`src/rtl/lsu_pkg.sv`:
```
// Shared types and constants for the load/store memory master.
// - state_t  : FSM states of the request sequencer
// - F3_*     : RV32I funct3 size/sign codes for loads and stores
// - f3_legal : 1 when funct3 names a supported access for the direction
package lsu_pkg;

  typedef enum logic [1:0] {IDLE, RD, WR, RSP} state_t;

  localparam logic [2:0] F3_B  = 3'b000;
  localparam logic [2:0] F3_H  = 3'b001;
  localparam logic [2:0] F3_W  = 3'b010;
  localparam logic [2:0] F3_BU = 3'b100;
  localparam logic [2:0] F3_HU = 3'b101;

  // Stores have no unsigned variants; loads add BU/HU.
  function automatic logic f3_legal(input logic we, input logic [2:0] f3);
    if (we) return f3 inside {F3_B, F3_H, F3_W};
    return f3 inside {F3_B, F3_H, F3_W, F3_BU, F3_HU};
  endfunction

endpackage

```
`src/rtl/lsu_mem_master_if.sv`:
```
// Core-side request/response and memory-side bus of lsu_mem_master.
// - req  : i_req_valid/o_req_ready handshake with we, funct3, byte addr, wdata
// - rsp  : o_rsp_valid/i_rsp_ready handshake with rdata and err
// - mem  : o_mem_we/o_mem_addr/o_mem_wdata out, i_mem_rdata in (combinational)
// modport master is the LSU view, slave is the core + memory environment.
interface lsu_mem_master_if #(parameter int ADDR_W = 8);
  logic              i_req_valid;
  logic              o_req_ready;
  logic              i_req_we;
  logic [2:0]        i_req_funct3;
  logic [31:0]       i_req_addr;
  logic [31:0]       i_req_wdata;
  logic              o_rsp_valid;
  logic              i_rsp_ready;
  logic [31:0]       o_rsp_rdata;
  logic              o_rsp_err;
  logic              o_mem_we;
  logic [ADDR_W-1:0] o_mem_addr;
  logic [31:0]       o_mem_wdata;
  logic [31:0]       i_mem_rdata;

  modport master (
    input  i_req_valid, i_req_we, i_req_funct3, i_req_addr, i_req_wdata,
    input  i_rsp_ready, i_mem_rdata,
    output o_req_ready, o_rsp_valid, o_rsp_rdata, o_rsp_err,
    output o_mem_we, o_mem_addr, o_mem_wdata
  );

  modport slave (
    output i_req_valid, i_req_we, i_req_funct3, i_req_addr, i_req_wdata,
    output i_rsp_ready, i_mem_rdata,
    input  o_req_ready, o_rsp_valid, o_rsp_rdata, o_rsp_err,
    input  o_mem_we, o_mem_addr, o_mem_wdata
  );
endinterface

```
`src/rtl/lsu_align.sv`:
```
// Byte-lane steering for sub-word accesses (purely combinational).
// - word     in  : memory word to extract from / merge into
// - addr_lo  in  : byte offset within the word
// - funct3   in  : RV32I size/sign code
// - wdata    in  : LSB-aligned store data
// - ldata    out : extracted, sign-/zero-extended load value
// - sdata    out : word with the addressed lane replaced (wdata for SW)
// - misalign out : halfword on odd byte, or word not on a word boundary
module lsu_align
  import lsu_pkg::*;
(
  input  logic [31:0] word,
  input  logic [1:0]  addr_lo,
  input  logic [2:0]  funct3,
  input  logic [31:0] wdata,
  output logic [31:0] ldata,
  output logic [31:0] sdata,
  output logic        misalign
);
  logic [7:0]  b;
  logic [15:0] h;

  assign b = word[{addr_lo, 3'b000} +: 8];
  assign h = word[{addr_lo[1], 4'b0000} +: 16];

  always_comb begin
    ldata = word;
    case (funct3)
      F3_B:    ldata = {{24{b[7]}}, b};
      F3_BU:   ldata = {24'd0, b};
      F3_H:    ldata = {{16{h[15]}}, h};
      F3_HU:   ldata = {16'd0, h};
      default: ldata = word;
    endcase
  end

  always_comb begin
    sdata = word;
    case (funct3[1:0])
      2'b00:   sdata[{addr_lo, 3'b000} +: 8]     = wdata[7:0];
      2'b01:   sdata[{addr_lo[1], 4'b0000} +: 16] = wdata[15:0];
      default: sdata = wdata;
    endcase
  end

  // Size code 11 is illegal and flagged by funct3 legality, not here.
  always_comb begin
    case (funct3[1:0])
      2'b01:   misalign = addr_lo[0];
      2'b10:   misalign = |addr_lo;
      default: misalign = 1'b0;
    endcase
  end
endmodule

```
`src/rtl/lsu_mem_master.sv`:
```
// RV32I load/store initiator to a word-wide data memory.
// - i_clk, i_rst : clock and synchronous active-high reset
// - bus          : core request/response handshakes and memory port
// Loads and SW take one memory cycle; SB/SH read, merge and write back.
// Errored requests go straight to the response and never touch memory.
module lsu_mem_master
  import lsu_pkg::*;
#(
  parameter int ADDR_W = 8
) (
  input  logic             i_clk,
  input  logic             i_rst,
  lsu_mem_master_if.master bus
);
  state_t            state;
  logic              we_q;
  logic [2:0]        f3_q;
  logic [ADDR_W+1:0] addr_q;
  logic [31:0]       wdata_q;
  logic [31:0]       word_q;
  logic              err_q;
  logic              req_ready_q;
  logic              rsp_valid_q;
  logic              mem_we_q;
  logic [ADDR_W-1:0] mem_addr_q;

  logic [1:0]  al_addr;
  logic [2:0]  al_f3;
  logic [31:0] ldata, sdata;
  logic        misalign, oor, acc_err;

  // In IDLE the aligner only has to judge the incoming request; afterwards
  // it works on the registered request and captured word.
  assign al_addr = (state == IDLE) ? bus.i_req_addr[1:0] : addr_q[1:0];
  assign al_f3   = (state == IDLE) ? bus.i_req_funct3    : f3_q;

  lsu_align u_align (
    .word     (word_q),
    .addr_lo  (al_addr),
    .funct3   (al_f3),
    .wdata    (wdata_q),
    .ldata    (ldata),
    .sdata    (sdata),
    .misalign (misalign)
  );

  assign oor     = |bus.i_req_addr[31:ADDR_W+2];
  assign acc_err = misalign | oor | ~f3_legal(bus.i_req_we, bus.i_req_funct3);

  always_ff @(posedge i_clk) begin
    if (i_rst) begin
      state       <= IDLE;
      we_q        <= 1'b0;
      f3_q        <= '0;
      addr_q      <= '0;
      wdata_q     <= '0;
      word_q      <= '0;
      err_q       <= 1'b0;
      req_ready_q <= 1'b1;
      rsp_valid_q <= 1'b0;
      mem_we_q    <= 1'b0;
      mem_addr_q  <= '0;
    end else begin
      case (state)
        IDLE: if (bus.i_req_valid) begin
          we_q        <= bus.i_req_we;
          f3_q        <= bus.i_req_funct3;
          addr_q      <= bus.i_req_addr[ADDR_W+1:0];
          wdata_q     <= bus.i_req_wdata;
          err_q       <= acc_err;
          req_ready_q <= 1'b0;
          if (acc_err) begin
            state       <= RSP;
            rsp_valid_q <= 1'b1;
          end else if (bus.i_req_we && bus.i_req_funct3 == F3_W) begin
            state      <= WR;
            mem_we_q   <= 1'b1;
            mem_addr_q <= bus.i_req_addr[ADDR_W+1:2];
          end else begin
            state      <= RD;
            mem_addr_q <= bus.i_req_addr[ADDR_W+1:2];
          end
        end
        RD: begin
          word_q <= bus.i_mem_rdata;
          if (we_q) begin
            state    <= WR;
            mem_we_q <= 1'b1;
          end else begin
            state       <= RSP;
            rsp_valid_q <= 1'b1;
            mem_addr_q  <= '0;
          end
        end
        WR: begin
          state       <= RSP;
          mem_we_q    <= 1'b0;
          mem_addr_q  <= '0;
          rsp_valid_q <= 1'b1;
        end
        RSP: if (bus.i_rsp_ready) begin
          state       <= IDLE;
          rsp_valid_q <= 1'b0;
          err_q       <= 1'b0;
          req_ready_q <= 1'b1;
        end
        default: state <= IDLE;
      endcase
    end
  end

  assign bus.o_req_ready = req_ready_q;
  assign bus.o_rsp_valid = rsp_valid_q;
  assign bus.o_rsp_err   = err_q;
  assign bus.o_rsp_rdata = (rsp_valid_q && !err_q && !we_q) ? ldata : '0;
  // Gated by reset so a reset edge during WR commits nothing.
  assign bus.o_mem_we    = mem_we_q & ~i_rst;
  assign bus.o_mem_addr  = mem_addr_q;
  assign bus.o_mem_wdata = mem_we_q ? sdata : '0;
endmodule
```
`src/flat_wrapper.sv`:
```
// flat-port wrapper written by rule: the top's interface ports become plain ports
module lsu_mem_master_flat import lsu_pkg::*;
#(
  parameter int ADDR_W = 8
)
  (i_clk, i_rst, bus_i_req_valid, bus_i_req_we, bus_i_req_funct3, bus_i_req_addr, bus_i_req_wdata, bus_i_rsp_ready, bus_i_mem_rdata, bus_o_req_ready, bus_o_rsp_valid, bus_o_rsp_rdata, bus_o_rsp_err, bus_o_mem_we, bus_o_mem_addr, bus_o_mem_wdata);
  lsu_mem_master_if #(.ADDR_W(ADDR_W)) bus_i ();
  input  logic i_clk;
  input  logic i_rst;
  input wire logic [$bits(bus_i.i_req_valid)-1:0] bus_i_req_valid;
  input wire logic [$bits(bus_i.i_req_we)-1:0] bus_i_req_we;
  input wire logic [$bits(bus_i.i_req_funct3)-1:0] bus_i_req_funct3;
  input wire logic [$bits(bus_i.i_req_addr)-1:0] bus_i_req_addr;
  input wire logic [$bits(bus_i.i_req_wdata)-1:0] bus_i_req_wdata;
  input wire logic [$bits(bus_i.i_rsp_ready)-1:0] bus_i_rsp_ready;
  input wire logic [$bits(bus_i.i_mem_rdata)-1:0] bus_i_mem_rdata;
  output wire logic [$bits(bus_i.o_req_ready)-1:0] bus_o_req_ready;
  output wire logic [$bits(bus_i.o_rsp_valid)-1:0] bus_o_rsp_valid;
  output wire logic [$bits(bus_i.o_rsp_rdata)-1:0] bus_o_rsp_rdata;
  output wire logic [$bits(bus_i.o_rsp_err)-1:0] bus_o_rsp_err;
  output wire logic [$bits(bus_i.o_mem_we)-1:0] bus_o_mem_we;
  output wire logic [$bits(bus_i.o_mem_addr)-1:0] bus_o_mem_addr;
  output wire logic [$bits(bus_i.o_mem_wdata)-1:0] bus_o_mem_wdata;
  assign bus_i.i_req_valid = bus_i_req_valid;
  assign bus_i.i_req_we = bus_i_req_we;
  assign bus_i.i_req_funct3 = bus_i_req_funct3;
  assign bus_i.i_req_addr = bus_i_req_addr;
  assign bus_i.i_req_wdata = bus_i_req_wdata;
  assign bus_i.i_rsp_ready = bus_i_rsp_ready;
  assign bus_i.i_mem_rdata = bus_i_mem_rdata;
  assign bus_o_req_ready = bus_i.o_req_ready;
  assign bus_o_rsp_valid = bus_i.o_rsp_valid;
  assign bus_o_rsp_rdata = bus_i.o_rsp_rdata;
  assign bus_o_rsp_err = bus_i.o_rsp_err;
  assign bus_o_mem_we = bus_i.o_mem_we;
  assign bus_o_mem_addr = bus_i.o_mem_addr;
  assign bus_o_mem_wdata = bus_i.o_mem_wdata;
  lsu_mem_master #(.ADDR_W(ADDR_W)) u_core (.i_clk(i_clk), .i_rst(i_rst), .bus(bus_i));
endmodule
```
`config.mk`:
```
export PLATFORM = sky130hd
export DESIGN_NAME = lsu_mem_master_flat
export DESIGN_NICKNAME = d
export VERILOG_FILES = /design/src/rtl/lsu_pkg.sv /design/src/rtl/lsu_mem_master_if.sv /design/src/rtl/lsu_align.sv /design/src/rtl/lsu_mem_master.sv /design/src/flat_wrapper.sv
export SDC_FILE = /design/constraint.sdc
export NUM_CORES = 1
export LEC_CHECK = 0
export CAP_MARGIN = 20
export CORE_MARGIN = 2
export CORE_UTILIZATION = 40
export DETAILED_ROUTE_END_ITERATION = 10
export PLACE_DENSITY_LB_ADDON = 0.1
export SETUP_SLACK_MARGIN = 0.4
export SYNTH_ARGS = -nofsm -noshare
export SYNTH_HDL_FRONTEND = slang
export SYNTH_HIERARCHICAL = 1
export SYNTH_SLANG_ARGS = --single-unit
```
`constraint.sdc`:
```
create_clock -name i_clk -period 6.2 [get_ports i_clk]
set_input_delay 0.62 -clock i_clk [delete_from_list [all_inputs] [get_ports i_clk]]
set_output_delay 0.62 -clock i_clk [all_outputs]
set_load 0.05 [all_outputs]
```
[Yosys cells after proc, flatten, opt, wreduce, memory -nomap -nowiden]
Index checks and enable logic that the tools add are counted.
Storage, ports and cells
  register bits: 84
  bits of input ports: 104
Cells by class
  add/subtract/negate cells: 2
  eq/ne operators: 19
  shifts and indexed selects: 6
  mux-type cells: 37
  bitwise logic cells: 5
  reduce and logical (&&, ||, !) cells: 21
Operators by type and width (count)
  32-bit one-hot mux with 4 select lines: 1
  32-bit bitwise mux: 2
  32-bit two-way mux: 2
  32-bit one-hot mux with 2 select lines: 1
  16-bit by 7-bit variable shift with 32-bit output, first input constant: 1
  8-bit by 7-bit variable shift with 32-bit output, first input constant: 1
  16-bit by 7-bit variable part select with 32-bit output: 1
  32-bit by 6-bit variable part select with 16-bit output: 1
  32-bit by 6-bit variable part select with 8-bit output: 1
  8-bit by 7-bit variable part select with 32-bit output: 1
  8-bit two-way mux: 3
  8-bit one-hot mux with 3 select lines: 1
  22-bit OR reduction: 1
  1-bit two-way mux: 15
  5-bit negator with 7-bit output: 2
  3-bit equality test, second input constant: 4
  2-bit two-way mux: 5
  2-bit != test, second input constant: 5
  2-bit one-hot mux with 4 select lines: 1
  4-bit AND reduction: 2
  2-bit equality test, second input constant: 3
  3-bit by 1-bit equality test with 1-bit output, second input constant: 2
  3-bit zero test: 2
  1-bit one-hot mux with 2 select lines: 3
  other kinds (19): 29

[Logic depth before layout (Yosys ltp)]
  depth in word-level cells: 9
  depth in mapped cells: 16
  depth with buffers taken out: 12

[By module]
Netlist, hierarchy kept.
By module, submodules not included
  lsu_mem_master: instances 1, cells an instance 428, area each 3628.5 sq um, seq. area each 1681.6 sq um
  lsu_align: instances 1, cells an instance 245, area each 1921.8 sq um, seq. area each 0.0 sq um

[Least setup slack after synthesis]
OpenSTA, ideal clock, no wires.
  path kind: register -> output
  start point: reg u_core.state[0]
  end point: out bus_o_mem_wdata[24]
  data arrival time: 3174 ps
  required time: 5580 ps
  slack: 2406 ps
  cell stages (with the launch flop): 14
  path buffers: 4
  cells stage by stage: dfxtp_1 -> inv_1 -> ha_1 -> clkbuf_1 -> mux2_2 -> buf_6 -> buf_2 -> inv_1 -> ha_1 -> nor4bb_1 -> clkbuf_1 -> a21oi_1 -> o21ai_0 -> and2_1
On the way
  longest elaborated chain between the ends: 7
RTL lines
  start: declaration: line lsu_mem_master.sv:15  | state_t state;
  start signal: assignment: line lsu_mem_master.sv:52  | state <= IDLE;
  start signal: assignment: line lsu_mem_master.sv:73  | state <= RSP;
  start signal: assignment: line lsu_mem_master.sv:76  | state <= WR;
  2-bit zero test *: line lsu_mem_master.sv:34  | assign al_addr = (state == IDLE) ? bus.i_req_addr[1:0] : addr_q[1:0];
  2-bit two-way mux *: line lsu_mem_master.sv:34
  net u_core.al_addr[1]: line lsu_mem_master.sv:27  | logic [1:0] al_addr;
  5-bit negator with 7-bit output, on equally long branches: line lsu_align.sv:41, lsu_align.sv:40
  16-bit by 7-bit variable part select with 32-bit output (tied with other cells): line lsu_align.sv:41  | 2'b01: sdata[{addr_lo[1], 4'b0000} +: 16] = wdata[15:0];
  32-bit bitwise mux, on equally long branches: line lsu_align.sv:41, lsu_align.sv:40
  32-bit one-hot mux with 2 select lines *: line lsu_align.sv:39  | case (funct3[1:0])
  net u_core.sdata[24]: line lsu_mem_master.sv:29  | logic [31:0] ldata, sdata;
  32-bit two-way mux *: line lsu_mem_master.sv:119  | assign bus.o_mem_wdata = mem_we_q ? sdata : '0;
  end: declaration: line flat_wrapper.sv:23  | output wire logic [$bits(bus_i.o_mem_wdata)-1:0] bus_o_mem_wdata;
The timed path passes the listed nets; every way through them passes the cells marked *.

[Worst setup path after layout]
  start point: reg u_core.state[0]
  end point: out bus_o_mem_wdata[6]
RTL lines
  2-bit zero test *: line lsu_mem_master.sv:35  | assign al_f3 = (state == IDLE) ? bus.i_req_funct3 : f3_q;
  3-bit two-way mux *: line lsu_mem_master.sv:35
  net u_core.al_f3[0]: line lsu_mem_master.sv:28  | logic [2:0] al_f3;
  2-bit by 1-bit equality test with 1-bit output / 2-bit zero test (equally long branches): line lsu_align.sv:39
  32-bit one-hot mux with 2 select lines *: line lsu_align.sv:39
  net u_core.sdata[6]: line lsu_mem_master.sv:29
  32-bit two-way mux *: line lsu_mem_master.sv:119
Marked as above.

==> flow_metrics.py <==
metrics = {
    "synthesis": {
        "yosysSeqAreaShare": 0.3030,
        "synth_common_cells": "nand2_1, dfxtp_1, and2_1, a21oi_1, mux2_2",
        "synth-edff-count": 0,
        "synthTopCellsByArea": "dfxtp_1, mux2_2, and2_1, nand2_1, mux2i_1",
        "synth-seq-cells": 84,
        "yosysWarnings": 6,
        "synth_top_area_share": 0.3030,
        "netlist_area_sq_um": 5550,
        "synthFlopType": "dfxtp_1",
        "avgSynthCellArea_sq_um": 8.247,
        "yosys.area.top_type": "dfxtp_1",
        "ys_types": 43,
        "syn_nets": 789,
        "syn_inst": 673,
        "yosysMostFrequentCell": "nand2_1",
        "async_flop_share": 0,
    },
    "setup_path": {
        "critical_path_class": "reg2out",
        "cp_max_fo": 17,
        "cp-start-kind": "flip-flop",
        "crit_path_cell_trace": "inv_1 > ha_1 > mux2_2 > inv_1 > ha_1 > inv_1 > o21ai_1 > a32o_1 > and2_1 > clkdlybuf4s50_1",
        "crit_path_end_kind": "primary output",
        "crit_slowest_cell": "clkdlybuf4s50_1",
        "cpMostUsedCell": "inv_1",
        "max_stage_delay_ns": 0.80,
        "required_ns": 5.58,
        "crit_arrival_ns": 4.59,
    },
    "cells_and_area": {
        "layout-drive-gt1-share": 0.1032,
        "instances_no_fill": 1004,
        "final_nets": 935,
        "area_growth_syn_to_layout_pct": 39.70,
        "final_util": 0.5652,
        "antenna_cells": 0,
        "multi_input_area_sq_um": 3598,
        "fillers": 1319,
        "register_area_sq_um": 1682,
    },
    "die": {
        "rows": 43,
        "dieHeight_um": 121.8,
        "start_util": 0.4046,
        "design.die.area_sq_um": 14830,
        "fp.dieW_um": 121.8,
        "ios": 180,
        "fp.coreArea_sq_um": 13720,
    },
    "global_routing": {
        "grt_pass1_wl_mm": 28.61,
        "grt_util_met1": 0.3271,
        "grt_max_degree": 81,
        "grt_usage": 0.2519,
        "overflow": 0,
        "met3_usage": 0.04401,
        "antenna_found_initial": 0,
        "busiest_layer": "met2",
        "grtUsageMet2": 0.4099,
        "grt_pass1_vias": 5312,
    },
    "routing": {
        "postRouteAntennaNets": 0,
        "drcViolationCount": 0,
        "viasPerCell": 5.595,
        "drt_iter0_drc": 467,
        "avgRoutedWirePerCell_um": 18.67,
        "dr.pass1.iters": 5,
        "routed_wl_mm": 18.75,
        "vias": 5617,
    },
    "sta": {
        "slew_headroom": 0.3059,
        "period_minus_slack_ns": 5.210,
        "hold_violations": 0,
        "finClkSkew_ns": 0.005410,
        "fmax_ghz": 0.1919,
        "tns_ns": 0,
        "setup_violations": 0,
        "fin_crit_sh": 0.8403,
        "tightestPinTransition_ns": 1.040,
        "timing_max_transition_violations_final": 0,
        "grt_setup_unrepaired": "false",
    },
    "clocking": {
        "cts_sinks": 84,
        "htreeDepth": 3,
        "cts-buffers-inserted": 9,
        "cts-resized-gates": 0,
        "hold_buffers": 0,
        "cts_max_path_buffers": 2,
        "cts_root_buffer": "clkbuf_16",
        "clk_pin_slew_ns": 0.06,
        "tritoncts": "yes",
        "cts_setup_buffers": 0,
        "clk_latency_ns": 0.35,
    },
    "placement": {
        "port_buffers": 179,
        "hpwl_mm": 13.59,
        "gp_congestion": 0.8381,
        "placedCellCount": 988,
    },
    "worst_hold_path": {
        "hold_path_class": "reg2reg",
    },
    "run": {
        "maxCapViolCount": 0,
    },
    "power_and_ir_drop": {
        "p_leak_nw": 3.072,
        "p_per_area_nw_per_um2": 426.5,
        "ir_drop_uv": 211.6,
    },
    "status": {
        "outcome": "completed",
    },
}
## sequential cells by signal (all words and copies together), names as in the netlist
register,flops
u_core/word_q,32
u_core/addr_q,2
u_core/we_q,1
u_core/bus.o_req_ready,1
u_core/mem_we_q,1
u_core/bus.o_mem_addr,8
u_core/f3_q,3
u_core/state,2
u_core/bus.o_rsp_err,1
u_core/bus.o_rsp_valid,1
u_core/wdata_q,32
## metrics by stage
stage	hold WS, ns	instance area [sq um]	setup slack (ns)	power, mW
after global placement	0.4416	7412	1.491	2.644
after global routing	0.4723	7754	0.6732	3.501
after floorplan	0.4338	5550	2.406	2.149
after detailed placement	0.4486	7412	1.380	2.677
final	0.4543	7754	0.9900	3.307
after CTS	0.4576	7754	1.028	3.305
## critical path, delay by kind of cell, from the launching register on
family,cells,cell delay [ns]
adder cells (fa/ha/maj),2,1.05
multiplexers,1,0.41
flip-flops,1,0.34
AO/OA/AOI/OAI,2,0.90
AND/OR/NAND/NOR,1,0.12
buffers and inverters,4,1.40
## per-layer routing
layer  part of all wire  up-vias
met1               0.42     2649
met2               0.47      258
met4              0.029        0
met3              0.083       33
met5                  0        -
li1                   -     2677
## cell type report
cell class / instances / area share
well taps: 180 / 0.02905
clock inverters: 6 / 0.01452
repair buffers: 189 / 0.2401
flip-flops and latches: 84 / 0.2169
clock buffers: 10 / 0.02953
inverters: 12 / 0.005809
multi-input cells: 523 / 0.4641
## cells by family after synthesis
kind of cell | synth area share
buf+inv | 0.05140
fa+ha+maj | 0.02705
compound gates | 0.2146
flops | 0.3030
simple gates | 0.2207
mux | 0.1833
## power breakdown
part / internal, mW / total, mW / switching, mW
combinational: 0.740 / 1.82 / 1.08
clock: 0.394 / 0.619 / 0.224
sequential: 0.662 / 0.864 / 0.202
## final timing paths
check | startpoint | end | slack [ns] | cells after the start
worst min-delay path | u_core/wdata_q[17] | u_core/wdata_q[17] | 0.45 | 2
worst max register to register | u_core/state[0] | u_core/bus.o_mem_addr[2] | 2.63 | 12
worst max-delay path | u_core/state[0] | bus_o_mem_wdata[6] | 0.99 | 10
worst min register to register | u_core/wdata_q[17] | u_core/wdata_q[17] | 0.45 | 2
## cell usage in the layout (no fill, tap or decap), types with 16 or more instances in the layout
cell             instances
o21ai_0                 20
and2_1                  66
a22o_1                  22
nor2b_1                 22
a221o_1                 16
clkdlybuf4s50_1        178
mux2_2                  45
a21o_1                  17
mux2i_1                 33
nor2_1                  37
nand2_1                105
a21oi_1                 62
dfxtp_1                 84
a22oi_1                 24
(Power assumes the default switching activity.)
==> RTL change (same flow settings) <==
Make the reset (`i_rst`) asynchronous in one clocked block. Comments in the files are not updated.
--- a/src/rtl/lsu_mem_master.sv
+++ b/src/rtl/lsu_mem_master.sv
@@ -47,7 +47,7 @@
   assign oor     = |bus.i_req_addr[31:ADDR_W+2];
   assign acc_err = misalign | oor | ~f3_legal(bus.i_req_we, bus.i_req_funct3);
 
-  always_ff @(posedge i_clk) begin
+  always_ff @(posedge i_clk or posedge i_rst) begin
     if (i_rst) begin
       state       <= IDLE;
       we_q        <= 1'b0;
Check against the original RTL: differs if i_rst is asserted again (counterexample within 4 cycles, from zero or initial values and one cycle with i_rst high); with i_rst held inactive, the same outputs for 4 cycles.
==> RTL change against the unedited design <==
  * Sequential cell count stayed put
  * Synthesized cell count is 18% lower
  * Setup slack better by 0.012 ns
  * Final area is 4.1% higher
  * Wire length is 5.5% lower
  * Maximum frequency is 0.23% higher
  * Area after synthesis is 4.8% higher
  * Largest cell class unchanged
  * Highest routed layer unchanged
Power is left out: the tool's default activity adds up to more than one toggle a clock period on the data nets, which glitch-free logic cannot reach.
==> RTL change: results (changes against the unedited design) <==
qor: place.cell_area_after_placement 0.00774 mm2 [+4.4%]
qor: finish.inv_count 17 [+5]
qor: finish.comb.multi_input.count 410 [-22%]
qor: finish.nonClkBufAreaFrac 23.4% [-0.63 points]
qor: detailed_routing.detail_route.vias_per_cell 5.60 [+0.18%]
qor: detailed_routing.total_met2_wirelength_after_detailed_routing 8610 um [-2.1%]
qor: synthesis.postSynth.asyncResetShare 100% [+100 points]
qor: finish.final_area 0.00807 mm2 [+4.1%]
qor: place.place_inst 883 [-11%]
qor: global_routing.gr-usage-all-layers 22.7% [-2.4 points]
qor: global_routing.grt_pass1_wl 27900 um [-2.4%]
qor: worst_hold_path.hold_depth 1 [-1]
qor: detailed_routing.met3WireLength 1200 um [-23%]
qor: detailed_routing.dr.first_iter.drc_count 262 [-44%]
qor: finish.area_share_clock_buf_inv 3.75% [-0.65 points]
qor: global_routing.grt_util_met3 5.67% [+1.3 points]
qor: status.outcome completed
qor: setup_path.r2r_setup_slack 2.42 ns [-0.21 ns]
qor: place.detailedPlace.worstSlack 1.42 ns [+0.0409 ns]
qor: synthesis.ys_dominant_reg_cell dfrtp_1
qor: global_routing.gr-usage-met1 28.9% [-3.8 points]
qor: setup_path.critPathLaunch u_core/state[1]
qor: synthesis.yosysSeqAreaShare 36.2% [+5.9 points]
qor: timing.maxSlewHeadroom 51.6% [+21 points]
qor: finish.filler_cell_count 1242 [-5.8%]
qor: place.globalplace.congestion 0.842 [+0.47%]
qor: synthesis.post_synth_most_frequent_cells mux2_2 (121), dfrtp_1 (83), and2_1 (65)
qor: detailed_routing.met1_wire_length 7440 um [-5.3%]
qor: finish.area_growth_syn_to_layout 38.8%
qor: synthesis.postSynthNetCount 667 [-15%]
qor: finish.num-nets-final 827 [-12%]
qor: detailed_routing.drt_wl_total 17700 um [-5.5%]
qor: finish.n_clock_buffer 11 [+1]
qor: detailed_routing.vias 5044 [-10%]
qor: timing.hold_ws 0.505 ns [+0.0506 ns]
[RTL change: cell types whose count changed in the layout (fill, tap and decap cells not counted), sizes merged, moves of 4 or more]
cell   delta
dfxtp    -84
mux2i    -30
dfrtp    +83
a22o      -8
nand2    -79
mux2     +76
nor2b     +4
inv       +5
a21oi    -45
nor2     -31
[RTL change: cell families (layout without fill, tap and decap cells)]
logic type,count (synthesis),after routing,synth area share [%]
muxes,132,132,27.0
and+or+nand+nor,141,141,14.4
buffers and inverters,57,222,4.17
DFF,84,84,36.2
adders and majority gates,12,12,2.58
AOI/OAI and AO/OA,125,125,15.6
[RTL change: critical path: stages (launching register included)]
cell             delay, ns
dfrtp_1               0.42
inv_1                 0.10
ha_1                  0.47
mux2_2                0.41
inv_1                 0.09
ha_1                  0.59
inv_1                 0.42
o21ai_1               0.54
a32o_1                0.26
and2_1                0.13
clkdlybuf4s50_1       0.80
